===== src/rtl/filt_pkg.sv =====
// filt_pkg: definitions shared by the glitch-filtered single-wire link.
// The transmitter and the receiver-side deglitcher both import it.
//   filt_tx_state_t : transmitter frame states
//   FILT_THRESH     : receiver filter passes a level held for this many enabled cycles
//   FILT_MIN_HOLD   : smallest legal symbol hold, the threshold plus a 2-cycle margin
package filt_pkg;

    typedef enum logic [1:0] {
        IDLE  = 2'd0,
        START = 2'd1,
        DATA  = 2'd2,
        STOP  = 2'd3
    } filt_tx_state_t;

    localparam int FILT_THRESH   = 10;
    localparam int FILT_MIN_HOLD = FILT_THRESH + 2;

endpackage


===== src/rtl/filt_hold_cnt.sv =====
// filt_hold_cnt: enable-gated symbol timer that counts 0..HOLD-1 and wraps.
// Ports:
//   clk, rst_n : clock, asynchronous active-low reset
//   en         : clock enable; the count is frozen while low
//   clear      : forces the count to 0 on the next enabled edge (wins over run)
//   run        : counts on enabled edges while high
//   tc         : terminal count, high while the count equals HOLD-1
module filt_hold_cnt #(
    parameter int HOLD = 16
) (
    input  logic clk,
    input  logic rst_n,
    input  logic en,
    input  logic clear,
    input  logic run,
    output logic tc
);

    localparam int CW = (HOLD > 1) ? $clog2(HOLD) : 1;

    logic [CW-1:0] count_q;
    logic [CW-1:0] count_d;

    assign tc = (count_q == CW'(HOLD - 1));

    // Wrap at HOLD-1 instead of rolling over the full binary range, so a
    // non-power-of-two HOLD still yields exactly HOLD cycles per period.
    always_comb begin
        count_d = count_q;
        if (en) begin
            if (clear) begin
                count_d = '0;
            end else if (run) begin
                count_d = tc ? '0 : count_q + CW'(1);
            end
        end
    end

    always_ff @(posedge clk or negedge rst_n) begin
        if (!rst_n) begin
            count_q <= '0;
        end else begin
            count_q <= count_d;
        end
    end

endmodule


===== src/rtl/filt_tx.sv =====
// filt_tx: level-shaping serial transmitter for the glitch-filtered link.
// Sends start(1), WIDTH data bits LSB first, then stop(0), with every symbol
// held for HOLD enabled cycles, so the downstream filter never rejects one.
// Ports:
//   clk, rst_n : clock, asynchronous active-low reset
//   en         : clock enable shared with the filters; freezes everything
//   in_data    : word to send, captured on accept
//   in_valid   : word available
//   in_ready   : combinational, (state == IDLE) & en
//   y          : registered serial line, idles at 0
//   busy       : registered, high from accept until the end of the stop symbol
//   tx_done    : registered one-cycle pulse on the edge that leaves STOP
module filt_tx
    import filt_pkg::*;
#(
    parameter int WIDTH = 8,
    parameter int HOLD  = 16
) (
    input  logic             clk,
    input  logic             rst_n,
    input  logic             en,
    input  logic [WIDTH-1:0] in_data,
    input  logic             in_valid,
    output logic             in_ready,
    output logic             y,
    output logic             busy,
    output logic             tx_done
);

    localparam int BW = (WIDTH > 1) ? $clog2(WIDTH) : 1;

    // A shorter hold would let the receiver filter eat legitimate symbols.
    if (HOLD < FILT_MIN_HOLD) begin : g_hold_check
        $error("filt_tx: HOLD must be at least FILT_MIN_HOLD");
    end

    filt_tx_state_t   state_q, state_d;
    logic [WIDTH-1:0] sr_q, sr_d;
    logic [BW-1:0]    bit_cnt_q, bit_cnt_d;
    logic             y_q, y_d;
    logic             busy_q, busy_d;
    logic             tx_done_q, tx_done_d;

    logic             accept;
    logic             hold_tc;
    logic [WIDTH-1:0] sr_shift;

    assign in_ready = (state_q == IDLE) & en;
    assign accept   = in_valid & in_ready;
    assign sr_shift = sr_q >> 1;

    assign y       = y_q;
    assign busy    = busy_q;
    assign tx_done = tx_done_q;

    // The symbol timer restarts on accept and otherwise runs through every
    // symbol, wrapping at HOLD-1 so each symbol boundary resets it for free.
    filt_hold_cnt #(
        .HOLD (HOLD)
    ) u_hold_cnt (
        .clk   (clk),
        .rst_n (rst_n),
        .en    (en),
        .clear (accept),
        .run   (state_q != IDLE),
        .tc    (hold_tc)
    );

    // Next-state logic. tx_done defaults to 0 outside the enable so the
    // pulse clears on the following edge even while en is low.
    always_comb begin
        state_d   = state_q;
        sr_d      = sr_q;
        bit_cnt_d = bit_cnt_q;
        y_d       = y_q;
        busy_d    = busy_q;
        tx_done_d = 1'b0;

        if (en) begin
            case (state_q)
                IDLE: begin
                    if (in_valid) begin
                        sr_d      = in_data;
                        y_d       = 1'b1;
                        state_d   = START;
                        bit_cnt_d = '0;
                        busy_d    = 1'b1;
                    end
                end
                START: begin
                    if (hold_tc) begin
                        state_d = DATA;
                        y_d     = sr_q[0];
                    end
                end
                DATA: begin
                    if (hold_tc) begin
                        if (bit_cnt_q == BW'(WIDTH - 1)) begin
                            state_d = STOP;
                            y_d     = 1'b0;
                        end else begin
                            sr_d      = sr_shift;
                            y_d       = sr_shift[0];
                            bit_cnt_d = bit_cnt_q + BW'(1);
                        end
                    end
                end
                STOP: begin
                    if (hold_tc) begin
                        state_d   = IDLE;
                        busy_d    = 1'b0;
                        tx_done_d = 1'b1;
                    end
                end
                default: begin
                    state_d = IDLE;
                    y_d     = 1'b0;
                    busy_d  = 1'b0;
                end
            endcase
        end
    end

    always_ff @(posedge clk or negedge rst_n) begin
        if (!rst_n) begin
            state_q   <= IDLE;
            sr_q      <= '0;
            bit_cnt_q <= '0;
            y_q       <= 1'b0;
            busy_q    <= 1'b0;
            tx_done_q <= 1'b0;
        end else begin
            state_q   <= state_d;
            sr_q      <= sr_d;
            bit_cnt_q <= bit_cnt_d;
            y_q       <= y_d;
            busy_q    <= busy_d;
            tx_done_q <= tx_done_d;
        end
    end

endmodule


===== config.mk =====
export PLATFORM = sky130hd
export DESIGN_NAME = filt_tx
export DESIGN_NICKNAME = d
export VERILOG_FILES = /design/src/rtl/filt_pkg.sv /design/src/rtl/filt_hold_cnt.sv /design/src/rtl/filt_tx.sv
export SDC_FILE = /design/constraint.sdc
export NUM_CORES = 1
export LEC_CHECK = 0
export CAP_MARGIN = 25
export CORE_MARGIN = 5
export CORE_UTILIZATION = 48
export CTS_CLUSTER_DIAMETER = 200
export DETAILED_ROUTE_END_ITERATION = 12
export PLACE_DENSITY_LB_ADDON = 0.15
export RECOVER_POWER = 100
export REMOVE_ABC_BUFFERS = 1
export SYNTH_ARGS = -nofsm -noshare
export SYNTH_HDL_FRONTEND = slang
export SYNTH_SLANG_ARGS = --single-unit

===== constraint.sdc =====
create_clock -name clk -period 1.8 [get_ports clk]
set_input_delay 0.45 -clock clk [delete_from_list [all_inputs] [get_ports clk]]
set_output_delay 0.45 -clock clk [all_outputs]
set_load 0.02 [all_outputs]

# After elaboration in Yosys (flattened, before gate mapping)
# Index checks and enable logic that the tools add are counted.
# word_totals
output_inout_bits	4
regBits	20
inputBits	12
# op_classes
add_sub_neg	2
n_reduce_logical	11
n_mux	27
n_eq_ne	11
bitwise_logic	2
# op_table
cell	count
8-bit 2-to-1 mux	3
8-bit one-hot mux with 2 select lines	1
4-bit 2-to-1 mux	3
2-bit 2-to-1 mux	5
5-bit AND reduction	2
3-bit 2-to-1 mux	3
1-bit 2-to-1 mux	8
2-bit one-hot mux with 4 select lines	1
2-bit nonzero test	4
2-bit by 1-bit != test with 1-bit output (second input constant)	3
2-bit != test (second input constant)	3
3-bit one-hot mux with 2 select lines	1
6-bit AND reduction	1
4-bit by 1-bit adder with 4-bit output (second input constant)	1
2-bit equality test (second input constant)	2
4-bit equality test (second input constant)	1
4-bit AND reduction	1
3-bit by 1-bit adder with 3-bit output (second input constant)	1
3-bit equality test (second input constant)	1
1-bit one-hot mux with 3 select lines	1
3-bit nonzero test	1
1-bit bitwise AND	2
2-bit by 1-bit equality test with 1-bit output (second input constant)	1
2-bit logical NOT	1
other kinds (2)	2

# Longest topological paths before layout
# depth
depth_word	5
ltp_mapped	7
mapped_depth_nobuf	6

# Modules after synthesis
# From an unflattened synthesis, not the netlist that was laid out.
# unflattened
hier_cells	108
hier_area_um2	1124.8
# modules_own_cells
module	cells_per_inst	area_each_um2	instances
filt_tx	88	900.9	1
filt_hold_cnt	20	224.0	1

# Worst setup path after synthesis
# No wires, ideal clock.
# synth_timing
path_kind	register to register
start	register state_q[0]
end	register state_q[1]
required_time_ps	1675
path_buffers	1
setup_slack_ps	-5
stages_incl_launch_ff	8
synth_period_minus_slack_ps	1805
arrival_ps	1680
cell_sequence	dfrtp_1 > inv_1 > ha_1 > buf_2 > nor2_1 > o211ai_4 > a221o_1 > mux2_4
# synth_between
elab_chain_len	3
# synth_lines
item	line_no	text
start, declared	filt_tx.sv:37	filt_tx_state_t state_q, state_d;
start signal, assigned	filt_tx.sv:133	state_q <= state_d;
2-bit by 1-bit equality test with 1-bit output (tied with other cells)	filt_tx.sv:80	case (state_q)
2-bit by 1-bit != test with 1-bit output (no line) / 2-bit != test (equally long branches)	-	
6-bit AND reduction (no line)	-	
# Parallel ways exist; a longest one is shown, timed or not.
# A chain may end at the register's enable or synchronous reset.

# Final worst setup path
# layout_timing
start	register state_q[1]
end	register state_q[1]
# The elaborated chain is that of the path after synthesis.

==> reports/qor_table.md <==
| Parameter | Value |
|---|---|
| Input/output buffers | 15 |
| Number of antenna violations at the first check in global routing | 0 |
| Kind of launch point of the worst setup path | flip-flop |
| Iteration count of the initial detailed-routing pass | 4 |
| Crit Reg-Reg Endpoint | state_q[1] |
| Fin area | 0.00159 sq mm |
| Maximum single-stage delay on the critical path | 0.37 ns |
| Final core utilization | 0.705 |
| Sequential element share of the synthesized area | 0.433 |
| Post-detailed-placement cell area | 0.00145 sq mm |
| Sequential cell area | 500 sq um |
| Number of global-route vias before repair | 1086 |
| Weighted congestion at the end of routability-driven global placement | 0.770 |
| TritonCTS Sinks | 20 |
| Clock buffer count from CTS | 3 |
| Count of fill cells added during filler insertion | 179 |
| Post-synth ARST share | 1.00 |
| Slew at the pin closest to its max-slew limit | 1.09 ns |
| Worst-path fanout max | 3 |
| Global-route wire length before repair | 4780 um |
| Critical Path Source | state_q[1] |
| Max Cap Viol | 0 |
| Final setup skew | 0.0117 ns |
| Worst reg2reg startpoint | state_q[1] |
| Area used by multi-input combinational logic | 667 sq um |
| Area inside the core boundary | 0.00225 sq mm |
| Unrepaired setup endpoints after global routing | true |
| Final critical-path share of the clock period | 0.981 |
| Clock period minus final worst setup slack | 1.77 ns |
| Final wirelength | 2720 um |
| Top delay family on crit path | compound AO/OA/AOI/OAI gates |
| Fraction of power consumed by combinational cells | 0.547 |
| Mean instance size in the synthesized netlist | 9.88 sq um |
| Net switching fraction of the power | 0.376 |
| Congestion Overflow GR | 0 |
| Type of the worst setup path | reg -> reg |
| Data arrival time of the critical path | 1.98 ns |
| Power density of the placed cells | 1580 mW/mm^2 |
| WP buf/inv | 2 |
| Endpoint of the most critical setup path | state_q[1] |
| Post-route DRC | 0 |
| Initial cell density of the core | 0.513 |
| Buffers from clock root to sink, at most | 2 |
| Number of setup violations in the final report | 0 |
| Total standard cell area after synthesis | 0.00116 sq mm |
| Ant. Diodes | 0 |
| Run status | finished clean |
| Rel. slew slack | 0.276 |
| Gate count of the mapped netlist | 117 |
| Sequential cell fraction of total power | 0.305 |
| Clock insertion delay at the later pin of the skew report | 0.31 ns |
| Via count of the routed design | 1036 |
| Count of state elements after synthesis | 20 |
| DIE AREA | 0.00349 sq mm |
| F_max | 566 MHz |
| Final-report max-slew violation count | 0 |
| Top-Level Pins | 16 |
| Detail Route Antenna Nets | 0 |
| DR iter-0 viols | 29 |
| Ratio of routed vias to standard cells | 5.72 |
| CTS H-tree depth | 1 |
| CP endpoint kind | flip-flop |
| Placement row count | 17 |
| Post-layout nets | 176 |
| Die X | 59.1 um |
| Net switching component of the power | 944 uW |
| Highest-count cells in the layout ignoring fill and taps | sky130_fd_sc_hd__dfrtp_1, sky130_fd_sc_hd__buf_4, sky130_fd_sc_hd__o22ai_1, sky130_fd_sc_hd__clkdlybuf4s50_1, sky130_fd_sc_hd__a21oi_1 |
| Setup slack on the worst flop-to-flop path | 0.03 ns |
| Die Y | 59.1 um |
| Clock share of power | 0.148 |
| Clk slew on worst S/H paths | 0.13 ns |
| Register-to-Register Path Depth | 7 |
| Slowest stage cell, crit path | sky130_fd_sc_hd__dfrtp_1 |
| Synth cell types | 33 |
| Pin count of the biggest net entering global routing | 21 |
| Detailed placement HPWL | 1840 um |
| Ratio of cells with drive above 1 in the final layout | 0.242 |
| Hold Worst Slack | 0.534 ns |
| Most used flip-flop cell after synthesis | sky130_fd_sc_hd__dfrtp_1 |
| Power Internal | 1560 uW |
| VDD IR max | 1.17 mV |
| Number of cells on the critical path | 7 |
| Static Leak | 0.000727 uW |
| Worst path cell trace | inv_1, buf_4, ha_1, nor2_1, o211ai_4, a221o_1, mux2_4 |
| Area growth, synth to finish | 37.6% |
| CP required | 2.01 ns |
| Count of final hold-check violations | 0 |
| Number of synthesized flops with an enable pin | 0 |
| Fin Setup TNS | 0 ns |
| Global-route usage over all layers | 0.177 |
| Clock root buffer | sky130_fd_sc_hd__clkbuf_4 |
| Hold Path Class | reg -> reg |
| Clock tree from TritonCTS | yes |
| Synth warn | 0 |
| Detailed-route wire length per cell | 15.0 um |
-- power groups by stage --
stage | Sequential (uW) | Clock, uW | Combinational (uW)
floorplan | 769 | 0 | 725
global placement | 764 | 0 | 1130
detailed placement | 770 | 0 | 1170
CTS | 755 | 380 | 1260
global route | 788 | 409 | 1510
finish | 764 | 371 | 1370
-- sequential cells by signal, indices dropped and copies added, names as in the netlist --
signal and flops:
y 1, tx_done 1, state_q 2, busy 1, sr_q 8, bit_cnt_q 3
u_hold_cnt.count_q 4
-- area by class of cell --
type / instances / area share
Inverter: 8 / 0.0189
Timing Repair Buffer: 36 / 0.192
Sequential cell: 20 / 0.315
Clock buffer: 3 / 0.0142
Tap cell: 28 / 0.0220
Clock inverter: 1 / 0.0189
Multi-Input combinational cell: 85 / 0.419
-- worst min path at each step --
stage,startpoint,slack [ns],to,depth (start not counted)
global route,bit_cnt_q[1],0.58,bit_cnt_q[1],1
finish,y,0.53,y,2
floorplan,rst_n,0.15,bit_cnt_q[0],0
CTS,rst_n,0.47,y,2
detailed placement,y,0.51,y,2
global placement,y,0.50,y,2
-- tightest hold or removal path, delay by kind of cell (launching register included) --
family,cells,cell delay [ns]
AO/OA/AOI/OAI,2,0.15
flip-flops,1,0.36
-- kinds of logic after synthesis --
logic type      share of synthesized area
flops                               0.433
simple gates                        0.129
compound gates                      0.245
xor+xnor                          0.00758
buf+inv                            0.0476
mux                                0.0303
fa+ha+maj                           0.108
-- layer usage --
| metal | up-vias | wire (um) | GRT usage |
|---|---|---|---|
| li1 | 504 | - | - |
| met1 | 498 | 1200 | 0.224 |
| met2 | 30 | 1380 | 0.304 |
| met3 | 4 | 117 | 0.0283 |
| met4 | 0 | 27 | 0.0615 |
| met5 | - | 0 | 0 |
-- stage by stage --
| stage | power (uW) | cells | worst slack (ns) |
|---|---|---|---|
| finish | 2510 | 181 | 0.0335 |
| global route | 2710 | 181 | -0.0331 |
| CTS | 2400 | 180 | 0.0219 |
| floorplan | 1490 | 113 | -0.0790 |
| detailed placement | 1940 | 174 | -0.293 |
| global placement | 1900 | 174 | -0.283 |
-- cells in the mapped netlist, drive strengths merged, types with 3 or more instances --
master | number | area (sq um)
o21ai | 5 | 25.0
a22o | 3 | 26.3
inv | 8 | 30.0
buf | 3 | 21.3
and3 | 3 | 18.8
dfrtp | 20 | 500
a21oi | 10 | 50.1
ha | 10 | 125
nor2 | 7 | 26.3
nand2 | 8 | 30.0
o22ai | 14 | 87.6
-- what timing repair did --
| item | CTS | global route |
|---|---|---|
| setup endpoints to repair | 7 | 12 |
| buffers inserted | 2 | 1 |
| hold buffers | 0 | 0 |
| pin swaps | 1 | 1 |
| endpoints found under the hold margin | 0 | 0 |
| resized for setup | 12 | 8 |
(Power assumes the default switching activity.)
